### src/rtl/button_press_decoder.sv
// rtl/button_press_decoder.sv - debounces a 4-button pressed vector into one clean event per press
// Multi-key presses raise press_multi instead of press_valid; every output is registered.
module button_press_decoder #(
  parameter int DEBOUNCE_CYCLES = 50000,
  parameter int CNT_W           = 16
) (
  input  logic       clk,
  input  logic       rst_n,
  input  logic [3:0] pressed,
  input  logic       enable,
  output logic       press_valid,
  output logic [1:0] press_id,
  output logic       press_multi,
  output logic       holding
);

  typedef enum logic [1:0] {
    IDLE       = 2'd0,
    PRESS_DB   = 2'd1,
    HELD       = 2'd2,
    RELEASE_DB = 2'd3
  } state_t;

  localparam logic [CNT_W-1:0] CNT_LAST = CNT_W'(DEBOUNCE_CYCLES - 1);

  state_t           state;
  logic [CNT_W-1:0] cnt;
  logic [3:0]       sample;

  function automatic logic [1:0] encode(input logic [3:0] v);
    logic [1:0] idx;
    idx = 2'd0;
    case (v)
      4'b0001: idx = 2'd0;
      4'b0010: idx = 2'd1;
      4'b0100: idx = 2'd2;
      4'b1000: idx = 2'd3;
      default: idx = 2'd0;
    endcase
    return idx;
  endfunction

  always_ff @(posedge clk or negedge rst_n) begin
    if (!rst_n) begin
      state       <= IDLE;
      cnt         <= '0;
      sample      <= 4'b0000;
      press_valid <= 1'b0;
      press_id    <= 2'd0;
      press_multi <= 1'b0;
      holding     <= 1'b0;
    end else begin
      // Event outputs are pulses; they are only raised on the PRESS_DB->HELD edge.
      press_valid <= 1'b0;
      press_multi <= 1'b0;
      case (state)
        IDLE: begin
          holding <= 1'b0;
          if (enable && (pressed != 4'b0000)) begin
            sample <= pressed;
            cnt    <= '0;
            state  <= PRESS_DB;
          end
        end
        PRESS_DB: begin
          if (!enable || (pressed != sample)) begin
            state   <= IDLE;
            holding <= 1'b0;
          end else if (cnt == CNT_LAST) begin
            state   <= HELD;
            holding <= 1'b1;
            if ($onehot(sample)) begin
              press_valid <= 1'b1;
              press_id    <= encode(sample);
            end else begin
              press_multi <= 1'b1;
            end
          end else begin
            cnt     <= cnt + 1'b1;
            holding <= 1'b0;
          end
        end
        HELD: begin
          holding <= 1'b1;
          if (pressed == 4'b0000) begin
            cnt   <= '0;
            state <= RELEASE_DB;
          end
        end
        RELEASE_DB: begin
          // Any nonzero sample is a release bounce: back to HELD without an event.
          if (pressed != 4'b0000) begin
            state   <= HELD;
            holding <= 1'b1;
          end else if (cnt == CNT_LAST) begin
            state   <= IDLE;
            holding <= 1'b0;
          end else begin
            cnt     <= cnt + 1'b1;
            holding <= 1'b1;
          end
        end
        default: begin
          state   <= IDLE;
          holding <= 1'b0;
        end
      endcase
    end
  end

endmodule

### config.mk
export PLATFORM = sky130hd
export DESIGN_NAME = button_press_decoder
export DESIGN_NICKNAME = d
export VERILOG_FILES = /design/src/rtl/button_press_decoder.sv
export SDC_FILE = /design/constraint.sdc
export NUM_CORES = 1
export LEC_CHECK = 0
export ABC_AREA = 0
export ABC_CLOCK_PERIOD_IN_PS = 3040
export BUFFER_PORTS_ARGS = -buffer_cell sky130_fd_sc_hd__buf_2
export CORE_AREA = 2 2 57 59
export DETAILED_ROUTE_END_ITERATION = 10
export DIE_AREA = 0 0 59 61
export PLACE_DENSITY_LB_ADDON = 0.15
export SETUP_SLACK_MARGIN = 0.3
export SLEW_MARGIN = 20
export SYNTH_ARGS = -nofsm -noshare
export SYNTH_HDL_FRONTEND = slang
export SYNTH_SLANG_ARGS = --single-unit
### constraint.sdc
create_clock -name clk -period 3.04 [get_ports clk]
set_clock_uncertainty 0.1 [all_clocks]
set_input_delay 0.152 -clock clk [delete_from_list [all_inputs] [get_ports clk]]
set_output_delay 0.152 -clock clk [all_outputs]
set_load 0.02 [all_outputs]
==> key figures, run 1 <==
STA
  – Final hold slack: roughly 0.033 ns
  – Setup-failing EPs final: 0
  – Max Transition Viols Final: 0
  – Final Hold Fails: 0
  – Worst-Margin Slew: about 0.74 ns
  – Setup TNS after final layout: 0 ns
  – Post-route fraction of the period consumed by the critical path: 80.6%
  – Min Tclk post-route: ~2.5 ns
  – Upper clock frequency limit: 0.408 GHz
  – Post-route worst setup slack: roughly 0.59 ns
  – RSZ-0062 raised after global routing: false
  – Worst slew margin: about half

Power and ir drop
  – Internal cell power: ~520 µW
  – Switching part of the total power: about a third
  – Worst IR Drop VDD: 0.255 mV
  – Sequential share of power: between 50 and 60%
  – Combinational share of power: roughly 22%
  – Total power of the final layout: roughly 760 µW
  – Total leakage power: a little over 0.8 nW
  – Power spent charging and discharging nets: 244 µW
  – Ratio of total power to cell area: around 440 mW/mm²
  – Part of the power in the clock network: 20.3%

Status
  – Run status: finished clean

Place
  – Sum of net half-perimeters after detailed placement: between 2000 and 2500 µm
  – Placed inst area: roughly 0.0017 mm²
  – GP Congestion: 0.832
  – Quantity of I/O buffers inserted on ports: 11
  – Placed instance count: between 200 and 250
  – Setup Slack @ Placement: approximately 0.6 ns

Critical path
  – Crit end category: register
  – Crit. path cell count: 8
  – Crit path arrival time: 2.58 ns
  – CP Data Required Time: 3.16 ns
  – Reg2Reg Launch Point: sample[0]$_DFFE_PN0P_
  – Critical-path maximum fanout: 3
  – Cell family with the largest share of critical-path delay: adder cells
  – Termination of the worst setup path: press_id[0]$_DFFE_PN0P_
  – Critical path type: register to register
  – Logic depth of the worst register-to-register path: 8
  – Flop-to-flop setup slack: ~0.59 ns
  – Combined buffer and inverter count along the critical path: 2
  – Maximum cell stage delay along the critical path: 0.55 ns
  – Worst setup path start: sample[0]$_DFFE_PN0P_
  – Ordered cell list for the critical path: inv_1, fa_1, inv_1, ha_1, ha_1, nor3b_1, nand2_1, mux2_2
  – Category of the worst setup path launch point: register
  – Worst r2r dst: press_id[0]$_DFFE_PN0P_
  – Slowest library cell on the worst path: sky130_fd_sc_hd__fa_1

Min path
  – Hold crit path type: input pin to register

Final layout
  – Proportion of layout cells with a drive suffix above 1: between 10 and 15%
  – Register area: 676 µm²
  – Post-Layout Cell Count: between 200 and 250
  – Fill cell count: 280
  – Nets: 189
  – Final core utilization: between 50% and 60%
  – Design area: around 0.0017 mm²
  – Multi-input gate area in the final layout: 858 µm²
  – Number of diodes added for antenna fixing: 0
  – Relative area change from synthesis to final layout: 7.51%

Logic synthesis
  – Post-synthesis cell count: 161
  – Syn avg cell area: ~9.9 µm²
  – Post-synthesis register bit count: 27
  – Sequential fraction of the synthesis area: roughly 42%
  – Post-synth top area cell: sky130_fd_sc_hd__dfrtp_1
  – Count of distinct cell types in the synthesized netlist: 42
  – Synth top area share: between 40% and 50%
  – Summed instance area of the synthesized netlist: between 0.0015 and 0.002 mm²
  – Biggest area contributors in the synthesized netlist: sky130_fd_sc_hd__dfrtp_1 (42%), sky130_fd_sc_hd__nand2_1 (4.2%), sky130_fd_sc_hd__mux2_2 (4.2%)
  – Syn_nets: around 170
  – Yosys warnings: 0

Routing
  – Detailed-route vias per instance: 6.07
  – Routed wire length: roughly 3200 µm
  – Number of vias after detailed routing: approximately 1,300
  – # DRC: 0
  – Detailed-router iteration count before antenna repair: 4
  – Post-route ant nets: 0
  – Drt wl/cell: 15.4 µm
  – Iter 0 DRT Violations: 48

Die
  – Number of placement rows: 20
  – Die area: between 0.003 and 0.004 mm²
  – Die height: 61 µm
  – Die X: about 59 µm
  – IO Pins: 12
  – Standard cell core area: between 0.002 and 0.003 mm²
  – Initial core utilization: between 50% and 60%

GRT
  – Wire length of the first global-routing pass: approximately 5700 µm
  – Leftover overflow at the end of global routing: 0
  – Via count of the first global-routing pass: 1,266
  – Combined global-route utilization of all metal layers: 20.8%
  – Largest net degree at the start of global routing: 28
  – Number of antenna violations at the first check in global routing: 0

Clock tree
  – Max Root-Sink Buffers: 2
  – Clock tree from TritonCTS: yes
  – Level count of the clock H-tree: 1
  – Number of CTS-inserted buffers: 3
  – Post-CTS Setup Repair Bufs: 0
  – Clock transition at the registers of the reported paths: between 0.1 and 0.15 ns
  – Later-pin clock latency in the skew report: approximately 0.32 ns
  – CTS Root Cell: sky130_fd_sc_hd__clkbuf_4
  – Number of clock sinks seen by CTS: 27

Job
  – Total of max-cap violations: 0
[metal layers]
layer | global-route usage, % | part of all wire (%)
met3 | 2.99 | 1.9
met1 | 28.1 | 51
met5 | 0 | 0
met2 | 34.3 | 47
met4 | 7.14 | 0.56
[cells by family after synthesis]
logic type | Yosys count | share of synthesized area (%)
compound gates | 25 | 13.1
xor+xnor | 5 | 2.74
fa+ha+maj | 6 | 5.16
buf+inv | 15 | 4.07
flops | 27 | 42.3
mux | 10 | 6.73
simple gates | 73 | 26.0
[registers in the layout, indices dropped and copies added (netlist names)]
signal and flops:
press_multi 1, sample 4, state 2, cnt 16
holding 1, press_id 2, press_valid 1
[placed cells by master, fill, tap and decap left out, drive strengths merged, types with 3 or more instances in the layout]
cell type,instances
nand2,18
and3,10
ha,5
xnor2,4
a221o,6
mux2,6
nand3,10
nor2,9
buf,12
dfrtp,27
o21ai,4
nor3,6
nand4,4
a21oi,3
nor4,3
mux2i,4
inv,12
clkbuf,4
[worst reg2reg max path: cells and delay by family (launching register included)]
| kind | cells | cell delay (ns) |
|---|---|---|
| fa+ha+maj | 3 | 0.99 |
| mux | 1 | 0.28 |
| buf+inv | 2 | 0.15 |
| flops | 1 | 0.41 |
| simple gates | 2 | 0.43 |
[synthesized netlist by cell type, drive strengths merged]
cell type / number
a211o: 2
a211oi: 1
a21oi: 3
a221o: 6
a22o: 1
a31oi: 1
a32oi: 1
a41oi: 1
and2: 1
and3: 10
and4: 1
and4bb: 1
buf: 2
clkbuf: 1
dfrtp: 27
fa: 1
ha: 5
inv: 12
mux2: 6
mux2i: 4
nand2: 18
nand3: 10
nand4: 4
nor2: 9
nor2b: 2
nor3: 6
nor3b: 2
nor4: 3
nor4b: 2
nor4bb: 1
o21ai: 4
o221ai: 2
o22ai: 1
o311a: 2
or3: 2
or3b: 1
xnor2: 4
xor2: 1
[repair_timing]
item                                    in CTS  in global routing
resized for setup                            0                  0
endpoints found under the setup margin       0                  0
hold buffers                                 1                  0
hold endpoints to repair                    27                  0
[how the worst min path moves through the flow]
stage	from	endpoint	slack, ns	cells after the start
floorplan	rst_n	cnt[0]$_DFFE_PN0P_	-0.24	0
finish	pressed[2]	sample[2]$_DFFE_PN0P_	0.03	2
global placement	rst_n	holding$_DFF_PN0_	0.09	1
detailed placement	rst_n	press_multi$_DFF_PN0_	0.09	1
global route	pressed[2]	sample[2]$_DFFE_PN0P_	0.02	2
CTS	pressed[2]	sample[2]$_DFFE_PN0P_	0.03	2
[power groups by stage]
stage	combinational, mW	clock [mW]	sequential (mW)
floorplan	0.126	0	0.432
global placement	0.157	0	0.443
detailed placement	0.167	0	0.446
CTS	0.169	0.160	0.438
global route	0.193	0.177	0.446
finish	0.168	0.154	0.439
[area by class of cell]
class                      count  share of cell area (%)
clock buffer                   4                    1.53
inverter                      12                    2.62
multi-input combinational    119                    49.9
sequential                    27                    39.3
tap                           33                    2.40
timing repair buffer          13                    4.22
No activity file was read; power rests on OpenSTA's default activity.
==> run 2, diff against run 1 <==
--- a/config.mk
+++ b/config.mk
@@ -6,11 +6,11 @@
 export NUM_CORES = 1
 export LEC_CHECK = 0
 export ABC_AREA = 0
-export ABC_CLOCK_PERIOD_IN_PS = 3040
+export ABC_CLOCK_PERIOD_IN_PS = 2200
 export BUFFER_PORTS_ARGS = -buffer_cell sky130_fd_sc_hd__buf_2
-export CORE_AREA = 2 2 57 59
+export CORE_AREA = 2 2 58 60
 export DETAILED_ROUTE_END_ITERATION = 10
-export DIE_AREA = 0 0 59 61
+export DIE_AREA = 0 0 60 62
 export PLACE_DENSITY_LB_ADDON = 0.15
 export SETUP_SLACK_MARGIN = 0.3
 export SLEW_MARGIN = 20
==> constraint.sdc (replaced) <==
create_clock -name clk -period 2.2 [get_ports clk]
set_clock_uncertainty 0.1 [all_clocks]
set_input_delay 0.11 -clock clk [delete_from_list [all_inputs] [get_ports clk]]
set_output_delay 0.11 -clock clk [all_outputs]
set_load 0.02 [all_outputs]
==> run 2 against run 1 <==
- hold slack better by 0.015 ns
- clock power up 42%
- die area rose by 3.4%
- via count up 12%
- sequential share of layout area is 7.9 points lower
- final cell count is 23% higher
==> key figures, run 2 (synthesis gave the netlist of run 1 again) <==
Routing
  – Iter 0 DRT Violations: 69 (+44%)
  – Routed wire length: 3770 µm (+18%)
  – Number of vias after detailed routing: 1,413 (+12%)
  – Post-route ant nets: 0 (unchanged)
  – Detailed-router iteration count before antenna repair: 4 (unchanged)
  – Drt wl/cell: 14.8 µm (-3.9%)
  – Detailed-route vias per instance: 5.54 (-8.7%)
  – # DRC: 0 (unchanged)

Min path
  – Hold crit path type: input pin to register
  – Hold path depth: 2 (unchanged)

Power and ir drop
  – Ratio of total power to cell area: 581 mW/mm² (+31%)
  – Part of the power in the clock network: 17.4% (-2.9 points)
  – Internal cell power: 848 µW (+64%)
  – Total leakage power: 0.989 nW (+23%)
  – Total power of the final layout: 1.26 mW (+65%)
  – Worst IR Drop VDD: 0.321 mV (+26%)
  – Combinational share of power: 35.3% (+13 points)
  – Power spent charging and discharging nets: 408 µW (+67%)
  – Sequential share of power: 47.3% (-10 points)
  – Switching part of the total power: 32.5% (+0.40 points)

Place
  – Sum of net half-perimeters after detailed placement: 2480 µm (+5.0%)
  – Placed instance count: 228 (+12%)
  – Placed inst area: 0.00182 mm² (+8.4%)
  – Setup Slack @ Placement: 0.0154 ns (-0.581 ns)
  – GP Congestion: 0.867 (+4.2%)
  – Quantity of I/O buffers inserted on ports: 11 (unchanged)

GRT
  – Busiest layer in global routing: met2
  – Leftover overflow at the end of global routing: 0 (unchanged)
  – Met2 capacity usage during global routing: 39.4% (+5.2 points)
  – Via count of the first global-routing pass: 1,456 (+15%)
  – Met3 Track Usage GR: 2.90% (-0.087 points)
  – Wire length of the first global-routing pass: 6480 µm (+14%)
  – Combined global-route utilization of all metal layers: 23.4% (+2.6 points)
  – Met1 usage in global routing: 30.6% (+2.5 points)
  – Largest net degree at the start of global routing: 28 (unchanged)
  – Number of antenna violations at the first check in global routing: 0 (unchanged)

Final layout
  – Final core utilization: 68.0% (+9.8 points)
  – Number of flip-flops in the largest register: 16 (unchanged)
  – Proportion of layout cells with a drive suffix above 1: 37.8% (+23 points)
  – Design area: 0.00216 mm² (+26%)
  – Fill cell count: 243 (-13%)
  – Relative area change from synthesis to final layout: 35.2%
  – Top register by number of flip-flops: cnt
  – Largest regs: cnt x16, sample x4
  – Register area: 679 µm² (+0.56%)
  – Most common library cell in the layout ignoring fill and taps: sky130_fd_sc_hd__dfrtp_1
  – Number of diodes added for antenna fixing: 0 (unchanged)
  – Most frequent cells in the layout: sky130_fd_sc_hd__dfrtp_1 (24), sky130_fd_sc_hd__buf_4 (23), sky130_fd_sc_hd__nand2_1 (17)
  – Post-Layout Cell Count: 255 (+23%)
  – Multi-input gate area in the final layout: 1000 µm² (+16%)
  – Nets: 223 (+18%)

Clock tree
  – Later-pin clock latency in the skew report: 0.32 ns (about the same)
  – Number of clock sinks seen by CTS: 27 (unchanged)
  – Clock tree from TritonCTS: yes
  – Clock transition at the registers of the reported paths: 0.14 ns (about the same)
  – Number of CTS-inserted buffers: 3 (unchanged)
  – CTS Root Cell: sky130_fd_sc_hd__clkbuf_4
  – Level count of the clock H-tree: 1 (unchanged)
  – Max Root-Sink Buffers: 2 (unchanged)

Job
  – Total of max-cap violations: 0 (unchanged)

Die
  – IO Pins: 12 (unchanged)
  – Standard cell core area: 0.00318 mm² (+7.7%)
  – Die X: 60 µm (+1.7%)
  – Initial core utilization: 50.3% (-3.9 points)
  – Number of placement rows: 21 (+5.0%)
  – Die area: 0.00372 mm² (+3.4%)
  – Die height: 62 µm (+1.6%)

Critical path
  – Crit end category: register
  – Category of the worst setup path launch point: register
  – Crit path arrival time: 2.25 ns (-0.33 ns)
  – CP Data Required Time: 2.32 ns (-0.84 ns)
  – Critical path type: register to register
  – Flop-to-flop setup slack: 0.07 ns (-0.52 ns)
  – Logic depth of the worst register-to-register path: 8 (unchanged)
  – Critical-path maximum fanout: 2 (-1)

STA
  – Setup-failing EPs final: 0 (unchanged)
  – Post-route worst setup slack: 0.0713 ns (-0.517 ns)
  – Min Tclk post-route: 2.13 ns (-0.323 ns)
  – Upper clock frequency limit: 0.470 GHz (+15%)
  – Final Hold Fails: 0 (unchanged)
  – Worst slew margin: 58.5% (+8.3 points)
  – Worst-Margin Slew: 0.622 ns (-0.118 ns)
  – Max Transition Viols Final: 0 (unchanged)
  – RSZ-0062 raised after global routing: true
  – Post-route fraction of the period consumed by the critical path: 96.8% (+16 points)

Status
  – Run status: finished clean
## run 2: changes by cell type in the layout (fill, tap and decap cells not counted), moves of 2 or more
| cell | change |
|---|---|
| sky130_fd_sc_hd__buf_6 | +7 |
| sky130_fd_sc_hd__dfrtp_1 | -3 |
| sky130_fd_sc_hd__dlygate4sd3_1 | +3 |
| sky130_fd_sc_hd__dfrtp_2 | +3 |
| sky130_fd_sc_hd__nor2_4 | +2 |
| sky130_fd_sc_hd__nor2b_1 | -2 |
| sky130_fd_sc_hd__ha_4 | +2 |
| sky130_fd_sc_hd__buf_4 | +22 |
| sky130_fd_sc_hd__nor3b_1 | -2 |
| sky130_fd_sc_hd__inv_1 | -2 |
| sky130_fd_sc_hd__ha_1 | -3 |
## run 2: final timing paths
| check | startpoint | to |
|---|---|---|
| hold / removal | pressed[3] | sample[3]$_DFFE_PN0P_ |
| min in group asynchronous | rst_n | cnt[14]$_DFFE_PN0P_ |
| setup / recovery | sample[0]$_DFFE_PN0P_ | press_id[0]$_DFFE_PN0P_ |
| max in group asynchronous | rst_n | cnt[13]$_DFFE_PN0P_ |
| hold reg to reg | press_id[0]$_DFFE_PN0P_ | press_id[0]$_DFFE_PN0P_ |
| setup reg to reg | sample[0]$_DFFE_PN0P_ | press_id[0]$_DFFE_PN0P_ |
## run 2: power by group through the flow
| stage | clock network (mW) | registers, mW | logic (mW) |
|---|---|---|---|
| after floorplan | 0 | 0.598 | 0.200 |
| after global placement | 0 | 0.601 | 0.291 |
| after detailed placement | 0 | 0.605 | 0.301 |
| after CTS | 0.223 | 0.588 | 0.378 |
| after global routing | 0.255 | 0.603 | 0.488 |
| final | 0.218 | 0.594 | 0.443 |
## run 2: layout make-up
| cell class | count | share of cell area [%] |
|---|---|---|
| clock buffers | 4 | 1.22 |
| inverters | 12 | 2.20 |
| multi-input cells | 120 | 46.2 |
| flip-flops and latches | 27 | 31.4 |
| well taps | 46 | 2.66 |
| repair buffers | 46 | 16.3 |
## run 2: timing repair
item | CTS | global route
cloned | 2 | 0
endpoints found under the setup margin | 20 | 19
hold endpoints to repair | 29 | 1
buffers inserted | 15 | 2
resized for setup | 17 | 14
hold buffers | 3 | 1
pin swaps | 8 | 1
## run 2: worst max-delay path, stage by stage (launching register included)
cell and delay, ns:
sky130_fd_sc_hd__dfrtp_1 0.39, sky130_fd_sc_hd__inv_2 0.05, sky130_fd_sc_hd__fa_1 0.52, sky130_fd_sc_hd__inv_1 0.04, sky130_fd_sc_hd__ha_2 0.17, sky130_fd_sc_hd__ha_4 0.22
sky130_fd_sc_hd__nor3b_4 0.19, sky130_fd_sc_hd__nand2_2 0.08, sky130_fd_sc_hd__mux2_2 0.27
## run 2: per-stage QoR
step,TNS [ns],hold slack [ns]
6_report,0,0.0477
5_1_grt,-0.0106,0.0205
4_1_cts,0,0.00410
3_5_place_dp,0,0.0546
3_3_place_gp,0,0.0587
2_1_floorplan,0,-0.286
## run 2: layer usage
layer | wire [µm] | vias to the layer above
met5 | 0 | -
met4 | 46 | 0
met3 | 100 | 6
met2 | 1890 | 27
met1 | 1730 | 682
li1 | - | 698
